$ cat config.mk
export PLATFORM = sky130hd
export DESIGN_NAME = ram_bist
export DESIGN_NICKNAME = d
export VERILOG_FILES = /design/src/rtl/ram_bist_pkg.sv /design/src/rtl/ram_bist_cmp.sv /design/src/rtl/ram_bist.sv
export SDC_FILE = /design/constraint.sdc
export NUM_CORES = 1
export LEC_CHECK = 0
export BUFFER_PORTS_ARGS = -buffer_cell sky130_fd_sc_hd__buf_2
export CORE_ASPECT_RATIO = 1.5
export CORE_UTILIZATION = 50
export DETAILED_ROUTE_END_ITERATION = 7
export PLACE_DENSITY = 0.74
export SLEW_MARGIN = 20
export SYNTH_ARGS = -nofsm -noshare
export SYNTH_HDL_FRONTEND = slang
export SYNTH_SLANG_ARGS = --single-unit
$ cat constraint.sdc
create_clock -name clk -period 2.8 [get_ports clk]
set_clock_uncertainty 0.2 [all_clocks]
set_input_delay 0.42 -clock clk [delete_from_list [all_inputs] [get_ports clk]]
set_output_delay 0.42 -clock clk [all_outputs]
set_load 0.02 [all_outputs]
$ cat src/rtl/ram_bist_pkg.sv
// Shared types and phase-length helpers for the ram_bist March-style RAM self test.
// Phase lengths are expressed in terms of the RAM depth D = 2**n1.
package ram_bist_pkg;

    typedef enum logic [2:0] {
        S_IDLE,
        S_W0,
        S_R0W1,
        S_R1W0,
        S_R0,
        S_DONE
    } state_t;

    // The write-only background phase takes one cycle per word.
    function automatic int w0_len(input int d);
        return d;
    endfunction

    // Read/compare phases take one extra trailing compare-only cycle.
    function automatic int rw_len(input int d);
        return d + 1;
    endfunction

    function automatic int run_len(input int d);
        return w0_len(d) + 3 * rw_len(d);
    endfunction

endpackage

$ cat src/rtl/ram_bist_cmp.sv
// Read-data checker for ram_bist: registers the expected word and address alongside each
// read request, compares the returned data one cycle later and captures the first failure.
module ram_bist_cmp
    import ram_bist_pkg::*;
#(
    parameter int n1 = 5,
    parameter int n2 = 8
) (
    input  logic          clk,
    input  logic          rst,
    input  logic          i_clear,
    input  logic          i_re,
    input  logic [n1-1:0] i_radr,
    input  logic [n2-1:0] i_exp,
    input  logic [n2-1:0] i_read,
    output logic          o_mismatch,
    output logic          o_fail,
    output logic [n1-1:0] o_fail_addr,
    output logic [n2-1:0] o_fail_data,
    output logic [n2-1:0] o_fail_exp
);

    logic          r_valid;
    logic [n1-1:0] r_addr;
    logic [n2-1:0] r_exp;
    logic          r_fail;
    logic [n1-1:0] r_fail_addr;
    logic [n2-1:0] r_fail_data;
    logic [n2-1:0] r_fail_exp;
    logic          w_mismatch;

    assign w_mismatch = r_valid && (i_read != r_exp);

    // NOTE: the capture registers are reset as well, because fail_* must read zero after reset.
    always_ff @(posedge clk) begin
        if (rst || i_clear) begin
            r_valid     <= 1'b0;
            r_addr      <= '0;
            r_exp       <= '0;
            r_fail      <= 1'b0;
            r_fail_addr <= '0;
            r_fail_data <= '0;
            r_fail_exp  <= '0;
        end else begin
            r_valid <= i_re;
            if (i_re) begin
                r_addr <= i_radr;
                r_exp  <= i_exp;
            end
            if (w_mismatch) begin
                r_fail <= 1'b1;
                if (!r_fail) begin
                    r_fail_addr <= r_addr;
                    r_fail_data <= i_read;
                    r_fail_exp  <= r_exp;
                end
            end
        end
    end

    assign o_mismatch  = w_mismatch;
    assign o_fail      = r_fail;
    assign o_fail_addr = r_fail_addr;
    assign o_fail_data = r_fail_data;
    assign o_fail_exp  = r_fail_exp;

endmodule

$ cat src/rtl/ram_bist.sv
// March test controller (W0, R0W1 up, R1W0 down, R0 up) driving a dual-port RAM.
// Define RAM_BIST_STOP_ON_FAIL_EN to end the run on the first mismatch instead of completing it.
module ram_bist
    import ram_bist_pkg::*;
#(
    parameter int            n1  = 5,
    parameter int            n2  = 8,
    parameter logic [n2-1:0] PAT = n2'(8'h55)
) (
    input  logic          clk,
    input  logic          rst,
    input  logic          start,
    output logic          we,
    output logic [n1-1:0] WAdr,
    output logic [n2-1:0] write,
    output logic          re,
    output logic [n1-1:0] RAdr,
    input  logic [n2-1:0] read,
    output logic          busy,
    output logic          done,
    output logic          fail,
    output logic [n1-1:0] fail_addr,
    output logic [n2-1:0] fail_data,
    output logic [n2-1:0] fail_exp
);

    localparam int            D          = 1 << n1;
    localparam logic [n1:0]   C_W0_LAST  = (n1 + 1)'(w0_len(D) - 1);
    localparam logic [n1:0]   C_RW_LAST  = (n1 + 1)'(rw_len(D) - 1);
    localparam logic [n1:0]   C_RD_LAST  = (n1 + 1)'(D - 1);
    localparam logic [n1-1:0] C_ADR_MAX  = '1;
`ifdef RAM_BIST_STOP_ON_FAIL_EN
    localparam bit            C_STOP_ON_FAIL = 1'b1;
`else
    localparam bit            C_STOP_ON_FAIL = 1'b0;
`endif

    state_t        r_state;
    logic [n1:0]   r_cnt;
    logic          r_we;
    logic          r_re;
    logic [n1-1:0] r_wadr;
    logic [n1-1:0] r_radr;
    logic [n2-1:0] r_write;
    logic          r_busy;
    logic          r_done;

    logic          w_start_ok;
    logic          w_mismatch;
    logic          w_stop;
    logic [n2-1:0] w_exp;

    assign w_start_ok = start && ((r_state == S_IDLE) || (r_state == S_DONE));
    assign w_stop     = C_STOP_ON_FAIL && r_busy && w_mismatch;
    assign w_exp      = (r_state == S_R1W0) ? ~PAT : PAT;

    // NOTE: each branch sets the outputs for the *next* cycle, so every RAM control is a flop.
    always_ff @(posedge clk) begin
        if (rst) begin
            r_state <= S_IDLE;
            r_cnt   <= '0;
            r_we    <= 1'b0;
            r_re    <= 1'b0;
            r_wadr  <= '0;
            r_radr  <= '0;
            r_write <= '0;
            r_busy  <= 1'b0;
            r_done  <= 1'b0;
        end else if (w_stop) begin
            r_state <= S_DONE;
            r_we    <= 1'b0;
            r_re    <= 1'b0;
            r_busy  <= 1'b0;
            r_done  <= 1'b1;
        end else begin
            case (r_state)
                S_IDLE, S_DONE: begin
                    if (start) begin
                        r_state <= S_W0;
                        r_cnt   <= '0;
                        r_busy  <= 1'b1;
                        r_done  <= 1'b0;
                        r_we    <= 1'b1;
                        r_re    <= 1'b0;
                        r_wadr  <= '0;
                        r_write <= PAT;
                    end
                end
                S_W0: begin
                    if (r_cnt == C_W0_LAST) begin
                        r_state <= S_R0W1;
                        r_cnt   <= '0;
                        r_we    <= 1'b0;
                        r_re    <= 1'b1;
                        r_radr  <= '0;
                    end else begin
                        r_cnt  <= r_cnt + 1'b1;
                        r_wadr <= r_wadr + 1'b1;
                    end
                end
                S_R0W1: begin
                    if (r_cnt == C_RW_LAST) begin
                        r_state <= S_R1W0;
                        r_cnt   <= '0;
                        r_we    <= 1'b0;
                        r_re    <= 1'b1;
                        r_radr  <= C_ADR_MAX;
                    end else begin
                        // Write back the word read last cycle while the next read goes out.
                        r_cnt   <= r_cnt + 1'b1;
                        r_we    <= 1'b1;
                        r_wadr  <= r_radr;
                        r_write <= ~PAT;
                        if (r_cnt == C_RD_LAST) r_re <= 1'b0;
                        else                    r_radr <= r_radr + 1'b1;
                    end
                end
                S_R1W0: begin
                    if (r_cnt == C_RW_LAST) begin
                        r_state <= S_R0;
                        r_cnt   <= '0;
                        r_we    <= 1'b0;
                        r_re    <= 1'b1;
                        r_radr  <= '0;
                    end else begin
                        r_cnt   <= r_cnt + 1'b1;
                        r_we    <= 1'b1;
                        r_wadr  <= r_radr;
                        r_write <= PAT;
                        if (r_cnt == C_RD_LAST) r_re <= 1'b0;
                        else                    r_radr <= r_radr - 1'b1;
                    end
                end
                S_R0: begin
                    if (r_cnt == C_RW_LAST) begin
                        r_state <= S_DONE;
                        r_we    <= 1'b0;
                        r_re    <= 1'b0;
                        r_busy  <= 1'b0;
                        r_done  <= 1'b1;
                    end else begin
                        r_cnt <= r_cnt + 1'b1;
                        if (r_cnt == C_RD_LAST) r_re <= 1'b0;
                        else                    r_radr <= r_radr + 1'b1;
                    end
                end
                default: r_state <= S_IDLE;
            endcase
        end
    end

    ram_bist_cmp #(
        .n1 (n1),
        .n2 (n2)
    ) u_cmp (
        .clk         (clk),
        .rst         (rst),
        .i_clear     (w_start_ok),
        .i_re        (r_re),
        .i_radr      (r_radr),
        .i_exp       (w_exp),
        .i_read      (read),
        .o_mismatch  (w_mismatch),
        .o_fail      (fail),
        .o_fail_addr (fail_addr),
        .o_fail_data (fail_data),
        .o_fail_exp  (fail_exp)
    );

    assign we    = r_we;
    assign re    = r_re;
    assign WAdr  = r_wadr;
    assign RAdr  = r_radr;
    assign write = r_write;
    assign busy  = r_busy;
    assign done  = r_done;

endmodule

==> key figures, run 1 <==
Clock tree
  – Post-CTS sizing: 0
  – Post-CTS setup buffer count: 0
  – Post-CTS Hold Buffers: 0
  – Clk sink count: 49
  – TritonCTS clock tree: built
  – Worst-Skew Late Latency: 300 ps
  – H-tree levels: 2
  – Clock slew at the register clock pins of the worst setup and hold paths: 90 ps
  – TritonCTS Buffers: 5
  – Clock tree buffer depth: 2
  – CTS root buffer: clkbuf_8

Place
  – Final HPWL DP: 4940 um
  – RePlAce Congestion: 0.924
  – PortBufs: 54
  – Placed Area: 2960 um2

Synthesis
  – Sequential-to-total area share from yosys stat: 0.358
  – Cell area after synthesis: 2740 um2
  – Net Count, Synth: 347
  – Synth area leaders: dfxtp_1 36%, mux2i_1 8.0%, nor2_1 5.9%, o21ai_0 3.8%, buf_4 3.3%
  – Count of different cell masters after synthesis: 59
  – Post-synth top area cell: dfxtp_1
  – Most numerous cell in the Yosys netlist: dfxtp_1
  – Area share of the largest cell type after synthesis: 0.358
  – Synth Flop Type: dfxtp_1
  – Cells after Synth: 331
  – Number of synthesized register bits: 49
  – Synth Warn #: 0
  – FFs w/ async S/R, synth: 0
  – EDFF count, synth: 0
  – Avg Inst Size Synth: 8.28 um2
  – Leading cell types by count after synthesis: 49 x dfxtp_1, 43 x nor2_1, 22 x mux2i_1

Worst setup path
  – Required time of the critical path: 2780 ps
  – CP Launch Type: flop
  – Worst flop-to-flop path startpoint: r_cnt[0]
  – Critical path endpoint category: flop
  – Crit path capture: RAdr[0]
  – Class of the most critical setup path: flop to flop
  – Arr. time, crit path: 2170 ps
  – Reg2reg end: RAdr[0]
  – Worst Path Max Fanout: 9
  – Reg2reg setup slack: 610 ps
  – Worst R2R Path Depth: 6
  – Critical Path Source: r_cnt[0]

Cells and area
  – Fillcell total: 478
  – Post-route cell area: 3050 um2
  – Layout cells sized above 1: 0.215
  – Antenna cells: 0
  – P&R area growth vs syn: 11.3%
  – Final net count: 383

Global routing
  – First-pass GRT wire length: 11000 um
  – Pin count of the biggest net entering global routing: 25
  – Number of global-route vias before repair: 2371
  – Tot GR Track Use: 0.240
  – Gr ovfl total: 0
  – Initial antenna violation count: 0

Drt
  – Final wirelength: 6660 um
  – ANT nets after route: 0
  – Vias: 2591
  – Vias/cell: 5.94
  – Wire length per cell: 15.3 um
  – Initial drt markers: 97
  – First-pass detailed-route iteration total: 5
  – Drt drc: 0

STA
  – Setup-failing EPs final: 0
  – Hold slack final: 181 ps
  – Rel. slew slack: 0.634
  – RSZ-0062 raised after global routing: no
  – Slew Viols, Final: 0
  – Highest clock rate: 457 MHz
  – Fin crit share: 0.782
  – Worst-margin pin slew: 549 ps
  – Fin crit period: 2190 ps
  – Final Hold Viols: 0
  – Setup TNS: 0 ps

Die
  – Starting Density: 0.527
  – Standard-cell rows: 32
  – Core Region: 5200 um2
  – Die X: 62.5 um
  – DIE AREA: 5790 um2
  – Die height: 92.7 um
  – Top-Level Pins: 55

Run
  – Max-Cap Viols: 0

Worst hold path
  – Worst hold path type: input pin to flop

Power and ir drop
  – Overall power: 1.24 mW
  – Pwr/cell area: 406 nW/um2
  – Leakage: 1.22 nW
  – VDD IR max: 0.206 mV

Outcome
  – Status: complete, no violations
## registers in the layout, indices dropped and copies added (netlist names), 2 cells and up
signal / cells
RAdr: 5
WAdr: 5
r_cnt: 6
r_state: 3
u_cmp.o_fail_addr: 5
u_cmp.o_fail_data: 8
u_cmp.o_fail_exp: 2
u_cmp.r_addr: 5
u_cmp.r_exp: 2
write: 2
## worst min path at each step
stage               cells after the start            startpoint              endpoint  slack (ps)
detailed placement                      2                  busy                  busy         270
floorplan                               2        u_cmp.r_exp[5]        u_cmp.r_exp[5]         260
finish                                  3               read[4]  u_cmp.o_fail_data[4]         180
global placement                        2  u_cmp.o_fail_addr[3]  u_cmp.o_fail_addr[3]         270
global route                            3               read[6]  u_cmp.o_fail_data[6]         190
CTS                                     3               read[4]  u_cmp.o_fail_data[4]         180
## critical path, stage by stage (launching register included)
cell	delay [ps]
dfxtp_1	400
ha_1	240
and4_1	280
nand2b_1	230
a22o_1	290
a222oi_1	330
a211oi_1	90
## cells by family (layout without fill, tap and decap cells)
group | after synthesis | in the layout | synth area share
AND/OR/NAND/NOR | 109 | 109 | 0.194
AO/OA/AOI/OAI | 87 | 87 | 0.222
buffers and inverters | 50 | 87 | 0.0940
flip-flops | 49 | 49 | 0.358
multiplexers | 22 | 22 | 0.0803
XOR/XNOR | 9 | 9 | 0.0288
adder cells (fa/ha/maj) | 5 | 5 | 0.0228
## stage by stage
| stage | setup WS [ps] | util | instances |
|---|---|---|---|
| 5_1_grt | 481 | 0.586 | 436 |
| 2_1_floorplan | 829 | - | 331 |
| 6_report | 612 | 0.586 | 436 |
| 3_3_place_gp | 664 | 0.569 | 428 |
| 3_5_place_dp | 597 | 0.569 | 428 |
| 4_1_cts | 641 | 0.586 | 436 |
## power by group
part | total [mW] | leakage, nW | internal [mW] | switching [mW]
logic | 0.115 | 0.788 | 0.0384 | 0.0767
clock network | 0.413 | 0.0374 | 0.176 | 0.237
registers | 0.712 | 0.396 | 0.704 | 0.00805
total | 1.24 | 1.22 | 0.918 | 0.322
## routing by layer
metal,routed length (um),track usage,part of all wire
met1,2560,0.262,0.38
met2,3370,0.430,0.51
met3,424,0.0357,0.064
met4,305,0.147,0.046
met5,0,0,0
## final cells by class
type	count	area (um2)	area share
clock buffers	6	72.6	0.0238
clock inverters	2	15.0	0.00492
inverters	17	63.8	0.0209
multi-input cells	232	1500	0.493
flip-flops and latches	49	981	0.322
well taps	68	85.1	0.0279
repair buffers	62	330	0.108
## cell usage in the layout (no fill, tap or decap), drive strengths merged, types with 4 or more instances in the layout
master / synthesis / final
nand4: 5 / 5
nand3: 7 / 7
xnor2: 6 / 6
o31ai: 4 / 4
o2bb2ai: 4 / 4
nor3: 9 / 9
dfxtp: 49 / 49
o211ai: 5 / 5
ha: 5 / 5
inv: 17 / 17
nor2: 45 / 45
buf: 24 / 62
nor2b: 6 / 6
o21ai: 24 / 24
a22oi: 4 / 4
a21oi: 15 / 15
nand2: 21 / 21
a211oi: 5 / 5
mux2i: 22 / 22
clkbuf: 9 / 6
(Power assumes the default switching activity.)
==> run 2: changes to the inputs <==
--- a/config.mk
+++ b/config.mk
@@ -9,7 +9,7 @@
 export CORE_ASPECT_RATIO = 1.5
 export CORE_UTILIZATION = 50
 export DETAILED_ROUTE_END_ITERATION = 7
-export PLACE_DENSITY = 0.74
+export PLACE_DENSITY = 0.76
 export SLEW_MARGIN = 20
 export SYNTH_ARGS = -nofsm -noshare
 export SYNTH_HDL_FRONTEND = slang
==> constraint.sdc (replaced) <==
create_clock -name clk -period 2 [get_ports clk]
set_clock_uncertainty 0.2 [all_clocks]
set_input_delay 0.3 -clock clk [delete_from_list [all_inputs] [get_ports clk]]
set_output_delay 0.3 -clock clk [all_outputs]
set_load 0.02 [all_outputs]
==> key figures, run 2 (synthesis gave the netlist of run 1 again) <==
STA
  – Final setup margin: -154 ps (was 612 ps)
  – Final Hold Viols: 0 (unchanged)
  – Hold slack final: 64.7 ps (was 181 ps)
  – Highest clock rate: 464 MHz (was 457 MHz)
  – Worst-margin pin slew: 627 ps (was 549 ps)
  – Setup-failing EPs final: 2 (was 0)
  – Fin crit share: 1.08 (was 0.782)
  – RSZ-0062 raised after global routing: yes (was no)
  – Fin crit period: 2150 ps (was 2190 ps)
  – Rel. slew slack: 0.571 (was 0.634)
  – Slew Viols, Final: 0 (unchanged)

Drt
  – Drt drc: 0 (unchanged)
  – Vias/cell: 5.78 (was 5.94)
  – First-pass detailed-route iteration total: 4 (was 5)
  – Final wirelength: 7330 um (was 6660 um)
  – Wire length per cell: 15.5 um (was 15.3 um)
  – Vias: 2726 (was 2591)
  – Initial drt markers: 125 (was 97)
  – ANT nets after route: 0 (unchanged)

Global routing
  – Initial antenna violation count: 0 (unchanged)
  – Gr ovfl total: 0 (unchanged)
  – First-pass GRT wire length: 11600 um (was 11000 um)
  – Number of global-route vias before repair: 2606 (was 2371)
  – Tot GR Track Use: 0.252 (was 0.240)
  – Pin count of the biggest net entering global routing: 25 (unchanged)

Cells and area
  – Max reg flops: 8 (unchanged)
  – Antenna cells: 0 (unchanged)
  – Commonest non-fill, non-tap cell in the layout: buf_2 (unchanged)
  – Fillcell total: 444 (was 478)
  – Layout cells sized above 1: 0.312 (was 0.215)
  – Final net count: 419 (was 383)
  – P&R area growth vs syn: 23.9% (was 11.3%)
  – Commonest non-fill, non-tap cells in the layout: 54 x buf_2, 45 x dfxtp_1, 42 x nor2_1, 42 x buf_4 (was 54 x buf_2, 49 x dfxtp_1, 43 x nor2_1)
  – Fin util: 0.653 (was 0.586)

Power and ir drop
  – Switching Share: 0.264 (was 0.259)
  – Leakage: 1.41 nW (was 1.22 nW)
  – Logic pwr share: 0.114 (was 0.093)
  – VDD IR max: 0.329 mV (was 0.206 mV)
  – Clk pwr share: 0.327 (was 0.333)
  – Overall power: 1.78 mW (was 1.24 mW)
  – Pwr/cell area: 524 nW/um2 (was 406 nW/um2)
  – Psw: 470 uW (was 322 uW)
  – Flop pwr share: 0.559 (was 0.574)
  – P_int: 1.31 mW (was 918 uW)

Worst setup path
  – Required time of the critical path: 1940 ps (was 2780 ps)
  – Reg2reg setup slack: -150 ps (was 610 ps)
  – Crit path capture: r_state[0] (was RAdr[0])
  – Worst R2R Path Depth: 6 (unchanged)
  – Critical path endpoint category: flop (unchanged)
  – Reg2reg end: r_state[0] (was RAdr[0])
  – Critical Path Source: r_cnt[0] (unchanged)
  – Worst Path Max Fanout: 5 (was 9)
  – Worst flop-to-flop path startpoint: r_cnt[0] (unchanged)
  – Class of the most critical setup path: flop to flop (unchanged)
  – Arr. time, crit path: 2100 ps (was 2170 ps)
  – CP Launch Type: flop (unchanged)

Clock tree
  – H-tree levels: 2 (unchanged)
  – Worst-Skew Late Latency: 300 ps (about the same)
  – TritonCTS Buffers: 5 (unchanged)
  – TritonCTS clock tree: built (unchanged)
  – Post-CTS Hold Buffers: 0 (unchanged)
  – Clock slew at the register clock pins of the worst setup and hold paths: 90 ps (about the same)
  – Clk sink count: 49 (unchanged)
  – Clock tree buffer depth: 2 (unchanged)
  – CTS root buffer: clkbuf_8 (unchanged)

Worst hold path
  – Hold Path Origin: read[2] (was read[4])
  – Worst hold path type: input pin to flop (unchanged)

Die
  – Top-Level Pins: 55 (unchanged)
  – Die X: 62.5 um (unchanged)
  – Core Region: 5200 um2 (unchanged)
  – Standard-cell rows: 32 (unchanged)
  – Starting Density: 0.527 (unchanged)
  – Die height: 92.7 um (unchanged)
  – DIE AREA: 5790 um2 (unchanged)

Outcome
  – Status: complete, but fails checks (was complete, no violations)
  – Failing checks: negative setup slack

Place
  – RePlAce Congestion: 0.936 (was 0.924)
  – PortBufs: 54 (unchanged)
  – Final HPWL DP: 5380 um (was 4940 um)

Run
  – Max-Cap Viols: 0 (unchanged)
==> run 2: worst min-delay path by stage <==
| stage | endpoint | slack [ps] | cells past startpoint |
|---|---|---|---|
| floorplan | r_cnt[4] | 170 | 1 |
| global placement | u_cmp.o_fail_addr[2] | 270 | 2 |
| detailed placement | u_cmp.o_fail_data[2] | 280 | 2 |
| CTS | u_cmp.o_fail_data[2] | 70 | 3 |
| global route | u_cmp.o_fail_data[2] | 90 | 3 |
| finish | u_cmp.o_fail_data[2] | 60 | 3 |
==> run 2: cell type report <==
| class | count | area (um2) | share of cell area |
|---|---|---|---|
| multi-input combinational | 232 | 1550 | 0.456 |
| sequential | 49 | 986 | 0.290 |
| timing repair buffer | 98 | 626 | 0.184 |
| tap | 68 | 85.1 | 0.0250 |
| clock buffer | 6 | 72.6 | 0.0214 |
| inverter | 17 | 63.8 | 0.0188 |
| clock inverter | 2 | 15.0 | 0.00442 |
==> run 2: metrics by stage <==
step	std cells	setup TNS [ps]	area, um2	setup WS [ps]
after detailed placement	461	-111	3240	-35.3
final	472	-161	3400	-154
after global routing	472	-486	3400	-265
after CTS	469	0	3330	13.1
after global placement	461	-58.9	3240	-20.8
after floorplan	331	0	2740	76.2
==> run 2: power by group through the flow <==
stage / clock [mW] / sequential (mW) / combinational, mW
after floorplan: 0 / 1.02 / 0.111
after global placement: 0 / 1.02 / 0.184
after detailed placement: 0 / 1.02 / 0.186
after CTS: 0.591 / 0.995 / 0.187
after global routing: 0.636 / 0.997 / 0.217
final: 0.583 / 0.995 / 0.202
==> run 2: timing repair <==
action | CTS | global route
gates resized for setup | 2 | 14
setup endpoints to repair | 4 | 20
pin swaps | 0 | 5
setup buffers | 0 | 3
==> run 2: critical path, stage by stage (launching register included) <==
cell,delay [ps]
dfxtp_2,350
ha_1,200
and4_1,220
buf_4,150
a21oi_1,200
nor3_1,70
a2111oi_0,600
==> run 2: per-layer routing <==
metal / up-vias / wire length, um / GRT usage
met4: 0 / 356 / 0.130
li1: 1320 / - / -
met5: - / 0 / 0
met1: 1270 / 2870 / 0.273
met3: 28 / 389 / 0.0320
met2: 108 / 3720 / 0.470
